### config.mk
export PLATFORM = sky130hd
export DESIGN_NAME = mac_operand_serializer
export DESIGN_NICKNAME = d
export VERILOG_FILES = /design/src/rtl/mac_operand_serializer_pkg.sv /design/src/rtl/mac_operand_serializer_piso_shreg.sv /design/src/rtl/mac_operand_serializer.sv
export SDC_FILE = /design/constraint.sdc
export NUM_CORES = 1
export LEC_CHECK = 0
export BUFFER_PORTS_ARGS = -buffer_cell sky130_fd_sc_hd__buf_2
export CAP_MARGIN = 20
export CORE_MARGIN = 1
export CORE_UTILIZATION = 54
export CTS_CLUSTER_SIZE = 24
export DETAILED_ROUTE_END_ITERATION = 12
export MAX_ROUTING_LAYER = met4
export PLACE_DENSITY_LB_ADDON = 0.05
export SETUP_SLACK_MARGIN = 0.4
export SYNTH_ARGS = -nofsm -noshare
export SYNTH_HDL_FRONTEND = slang
export SYNTH_SLANG_ARGS = --single-unit
### constraint.sdc
create_clock -name CLK -period 2.33 [get_ports CLK]
set_clock_uncertainty 0.2 [all_clocks]
set_input_delay 0 -clock CLK [delete_from_list [all_inputs] [get_ports CLK]]
set_output_delay 0 -clock CLK [all_outputs]
set_load 0.01 [all_outputs]
### src/rtl/mac_operand_serializer_pkg.sv
// Shared definitions for the bit-serial MAC, its operand serializer and
// its result deserializer.
package mac_operand_serializer_pkg;

   localparam int unsigned MAC_W = 4;

   typedef enum logic [1:0] {
      ST_IDLE     = 2'd0,
      ST_SHIFT    = 2'd1,
      ST_WAIT_END = 2'd2
   } mac_state_e;

endpackage

### src/rtl/mac_operand_serializer_piso_shreg.sv
// Parallel-load, right-shift register; LSB out, zeros shifted in at
// the top so the line idles low once the word is exhausted.
module mac_operand_serializer_piso_shreg #(
   parameter int unsigned WIDTH = 4
) (
   input  logic             clk,
   input  logic             rst_n,
   input  logic             load,
   input  logic             shift,
   input  logic [WIDTH-1:0] din,
   output logic             dout
);

   logic [WIDTH-1:0] data_q;
   logic [WIDTH-1:0] data_d;

   always_comb begin
      data_d = data_q;
      if (load) begin
         data_d = din;
      end else if (shift) begin
         data_d = {1'b0, data_q[WIDTH-1:1]};
      end
   end

   always_ff @(posedge clk or negedge rst_n) begin
      if (!rst_n) begin
         data_q <= '0;
      end else begin
         data_q <= data_d;
      end
   end

   assign dout = data_q[0];

endmodule

### src/rtl/mac_operand_serializer.sv
// Feeds one {a, b, c} operand set at a time to the bit-serial MAC,
// LSB first, with a one-entry holding register in front.
module mac_operand_serializer
   import mac_operand_serializer_pkg::*;
#(
   parameter  int unsigned W  = MAC_W,
   localparam int unsigned CW = 2 * W
) (
   input  logic          CLK,
   input  logic          RST,
   input  logic          IN_VALID,
   output logic          IN_READY,
   input  logic [W-1:0]  IN_A,
   input  logic [W-1:0]  IN_B,
   input  logic [CW-1:0] IN_C,
   input  logic          MAC_READY,
   input  logic          MAC_END,
   output logic          START,
   output logic          A,
   output logic          B,
   output logic          C,
   output logic          BUSY
);

   localparam int unsigned CNT_W = $clog2(CW);
   localparam logic [CNT_W-1:0] CNT_LAST = CNT_W'(CW - 1);

   mac_state_e       state_q, state_d;
   logic [CNT_W-1:0] cnt_q, cnt_d;
   logic             hold_full_q, hold_full_d;
   logic [W-1:0]     hold_a_q, hold_a_d;
   logic [W-1:0]     hold_b_q, hold_b_d;
   logic [CW-1:0]    hold_c_q, hold_c_d;
   logic             start_q, start_d;
   logic             load;
   logic             accept;
   logic             shift_en;

   always_comb begin
      load     = (state_q == ST_IDLE) && hold_full_q && MAC_READY;
      IN_READY = !hold_full_q || load;
      accept   = IN_VALID && IN_READY;
      shift_en = (state_q == ST_SHIFT);

      hold_full_d = hold_full_q;
      hold_a_d    = hold_a_q;
      hold_b_d    = hold_b_q;
      hold_c_d    = hold_c_q;
      state_d     = state_q;
      cnt_d       = cnt_q;
      start_d     = 1'b0;

      // a set arriving on the load edge refills the slot being drained
      if (accept) begin
         hold_full_d = 1'b1;
         hold_a_d    = IN_A;
         hold_b_d    = IN_B;
         hold_c_d    = IN_C;
      end else if (load) begin
         hold_full_d = 1'b0;
      end

      unique case (state_q)
         ST_IDLE: begin
            if (load) begin
               state_d = ST_SHIFT;
               cnt_d   = '0;
               start_d = 1'b1;
            end
         end
         ST_SHIFT: begin
            if (cnt_q == CNT_LAST) begin
               state_d = ST_WAIT_END;
            end else begin
               cnt_d = cnt_q + 1'b1;
            end
         end
         ST_WAIT_END: begin
            if (MAC_END) begin
               state_d = ST_IDLE;
            end
         end
         default: begin
            state_d = ST_IDLE;
         end
      endcase
   end

   always_ff @(posedge CLK or negedge RST) begin
      if (!RST) begin
         state_q     <= ST_IDLE;
         cnt_q       <= '0;
         hold_full_q <= 1'b0;
         hold_a_q    <= '0;
         hold_b_q    <= '0;
         hold_c_q    <= '0;
         start_q     <= 1'b0;
      end else begin
         state_q     <= state_d;
         cnt_q       <= cnt_d;
         hold_full_q <= hold_full_d;
         hold_a_q    <= hold_a_d;
         hold_b_q    <= hold_b_d;
         hold_c_q    <= hold_c_d;
         start_q     <= start_d;
      end
   end

   mac_operand_serializer_piso_shreg #(.WIDTH(W)) u_sh_a (
      .clk   (CLK),
      .rst_n (RST),
      .load  (load),
      .shift (shift_en),
      .din   (hold_a_q),
      .dout  (A)
   );

   mac_operand_serializer_piso_shreg #(.WIDTH(W)) u_sh_b (
      .clk   (CLK),
      .rst_n (RST),
      .load  (load),
      .shift (shift_en),
      .din   (hold_b_q),
      .dout  (B)
   );

   mac_operand_serializer_piso_shreg #(.WIDTH(CW)) u_sh_c (
      .clk   (CLK),
      .rst_n (RST),
      .load  (load),
      .shift (shift_en),
      .din   (hold_c_q),
      .dout  (C)
   );

   assign START = start_q;
   assign BUSY  = (state_q != ST_IDLE);

endmodule

==> results.yml <==
outcome:
  status: "complete, but fails checks"
  violations: "design-rule violations"
cts:
  cts_buffers: 5
  cts_root_buf: "clkbuf_4"
  cts_tree: "done"
  clkTransAtPathRegs_ns: 0.13
  clockBufferDepth: 2
  htreeDepth: 2
  clock_latency_ns: 0.34
  clkSinkCount: 39
drt:
  route.detailed.drc: 2
  drtIter0Drc: 29
  dr.pass1.iters: 8
  wl_um: 2990
  via_count: 1099
  antenna_left: 0
  vias_per_cell: 5.52
  wl_per_cell_um: 15.0
critical_path:
  startpoint: "state_q[0]$_DFFE_PN0P_"
  critPathArrivalTime_ns: 1.91
  reg2reg_depth: 5
  rr_endpoint: "hold_b_q[1]$_DFFE_PN0P_"
  setup.worst_path.end_class: "flip-flop"
  path_max_fanout: 9
  critical_path_required_ns: 2.37
  r2r-start: "state_q[0]$_DFFE_PN0P_"
  worst_setup_path_start_kind: "flip-flop"
  critical_path_class: "reg -> reg"
  ff2ff_setup_slack_ns: 0.46
pwr:
  powerDensity_nw_per_um2: 1200
  power_frac_seq_pct: 46.9
  leakage_nw: 1.11
  irDropWorstVdd_mv: 0.752
  power_switching_w: 0.000828
  p_sw_share_pct: 33.0
  combinationalPowerShare_pct: 39.6
  p_int_w: 0.00168
  power_frac_clock_pct: 13.5
run:
  drv_cap: 0
sta:
  drv_slew: 0
  period_minus_slack_ns: 1.87
  rsz0062_at_grt: "yes"
  hold_slack_ns: 0.0800
  hold_viol: 0
  slew_headroom_pct: 44.0
  max_freq_mhz: 536
  finalSetupViolations: 0
  period_share_pct: 80.0
  tightest_slew_ns: 0.840
  tns_ns: 0
synthesis:
  synth_warnings: 0
  syn_avg_cell_area_um2: 14.1
  ys_seq_area_share_pct: 60.1
  syn_inst: 115
  dominantRegCellSynth: "dfrtp_1"
  synth_cell_types: 19
  synthTopCellsByArea: "dfrtp_1 60%, mux2_4 9.3%, a22o_1 8.6%"
  synth-seq-cells: 39
  synth-edff-count: 0
  synth_commonest_cells: "39 x dfrtp_1, 16 x a22o_1, 13 x a21o_1"
  syn-num-nets: 138
  synth_top_area_cell: "dfrtp_1"
  netlist.area_leader.share_pct: 60.1
  yosysMostFrequentCell: "dfrtp_1"
  async_flop_share_pct: 100
  syn_area_um2: 1620
cells_and_area:
  diodes: 0
  nets: 190
  fillCellCount: 186
  drive_gt1_share_pct: 36.9
  area_growth_pct: 28.5
  final_cell_area_um2: 2080
placement:
  place.gp.congestion: 0.677
  dp_hpwl_um: 1890
  io_buffers: 26
  place_area_um2: 1800
die:
  io_pins: 27
  die_h_um: 56.8
  row_count: 19
  fp.dieW_um: 56.8
  start_util_pct: 57.9
  die_area_um2: 3230
  core_um2: 2810
grt:
  antenna_found_initial: 0
  grt_max_degree: 40
  grt_overflow_total: 0
  grt_pass1_vias: 1163
  grt_use_total_pct: 22.1
  grt_pass1_wl_um: 5170
hold_path:
  hold_path_class: "in -> async"
==> layer usage <==
| metal | track usage, % | vias up | wire length, um |
|---|---|---|---|
| li1 | - | 517 | - |
| met1 | 26.0 | 553 | 1360 |
| met2 | 36.9 | 23 | 1460 |
| met3 | 6.22 | 6 | 119 |
| met4 | 7.32 | 0 | 44 |
| met5 | - | - | 0 |
==> critical path: stages, from the launching register on <==
cell and delay [ns]:
dfrtp_1 0.47, nor4bb_4 0.38, buf_4 0.18, o21ai_4 0.06, buf_4 0.19, mux2_4 0.30
==> sequential cells by signal, summed over array words and instances, names as in the netlist <==
| name | flops |
|---|---|
| hold_c_q | 8 |
| cnt_q | 3 |
| hold_full_q | 1 |
| u_sh_c.data_q | 8 |
| hold_b_q | 4 |
| hold_a_q | 4 |
| START | 1 |
| u_sh_a.data_q | 4 |
| state_q | 2 |
| u_sh_b.data_q | 4 |
==> power by group through the flow <==
stage	Clock [W]	Sequential (W)	Combinational, W
finish	0.000338	0.00118	0.000994
global route	0.000377	0.00121	0.00110
CTS	0.000348	0.00117	0.000982
detailed placement	0	0.00118	0.000944
global placement	0	0.00117	0.000904
floorplan	0	0.00113	0.000738
==> through the flow <==
stage | utilization (%) | std cells | total power [W] | worst slack, ns
finish | 74.3 | 199 | 0.00251 | 0.465
global route | 74.3 | 199 | 0.00269 | 0.360
CTS | 73.6 | 198 | 0.00250 | 0.382
detailed placement | 64.3 | 170 | 0.00213 | 0.0248
global placement | 64.3 | 170 | 0.00207 | 0.0850
floorplan | - | 115 | 0.00187 | 0.566
==> cells by family (layout without fill, tap and decap cells) <==
family	after synthesis	count (layout)	synth area share, %
DFF	39	39	60.1
and+or+nand+nor	16	16	5.09
AOI/OAI and AO/OA	33	33	16.6
adders and majority gates	2	2	1.54
muxes	17	17	14.1
buffers and inverters	8	61	2.54
==> layout make-up <==
cell class	count	area (um2)	share of cell area (%)
Clock buffer	6	41.3	1.98
Clock inverter	2	12.5	0.600
Inverter	2	7.51	0.360
Multi-Input combinational cell	68	636	30.5
Sequential cell	39	977	46.9
Tap cell	31	38.8	1.86
Timing Repair Buffer	51	372	17.8
==> repair_timing <==
action	4_1_cts	5_1_grt
cloned	0	0
gates resized for setup	2	4
hold endpoints to repair	58	0
hold buffers	20	0
pin swaps	0	1
setup endpoints to repair	14	15
setup buffers	0	1
==> cell usage in the layout, fill, tap and decap left out, types with 4 or more instances in the layout <==
cell type,netlist,routed
buf_4,0,4
clkbuf_4,0,5
mux2_2,7,7
dfrtp_1,39,38
buf_2,3,26
a21o_1,13,13
mux2_4,10,10
nand2_1,6,6
a22o_1,16,16
dlygate4sd3_1,0,20
==> how the worst max path moves through the flow <==
stage                                         to  depth (start not counted)  slack (ns)
floorplan                   cnt_q[0]$_DFFE_PN0P_                          5        0.57
global placement    u_sh_b.data_q[0]$_DFFE_PN0P_                          3        0.09
detailed placement  u_sh_c.data_q[6]$_DFFE_PN0P_                          3        0.02
CTS                                     IN_READY                          4        0.38
global route             hold_b_q[0]$_DFFE_PN0P_                          5        0.36
finish                   hold_b_q[1]$_DFFE_PN0P_                          5        0.46
Note: power is estimated with default switching activity, not from simulation.
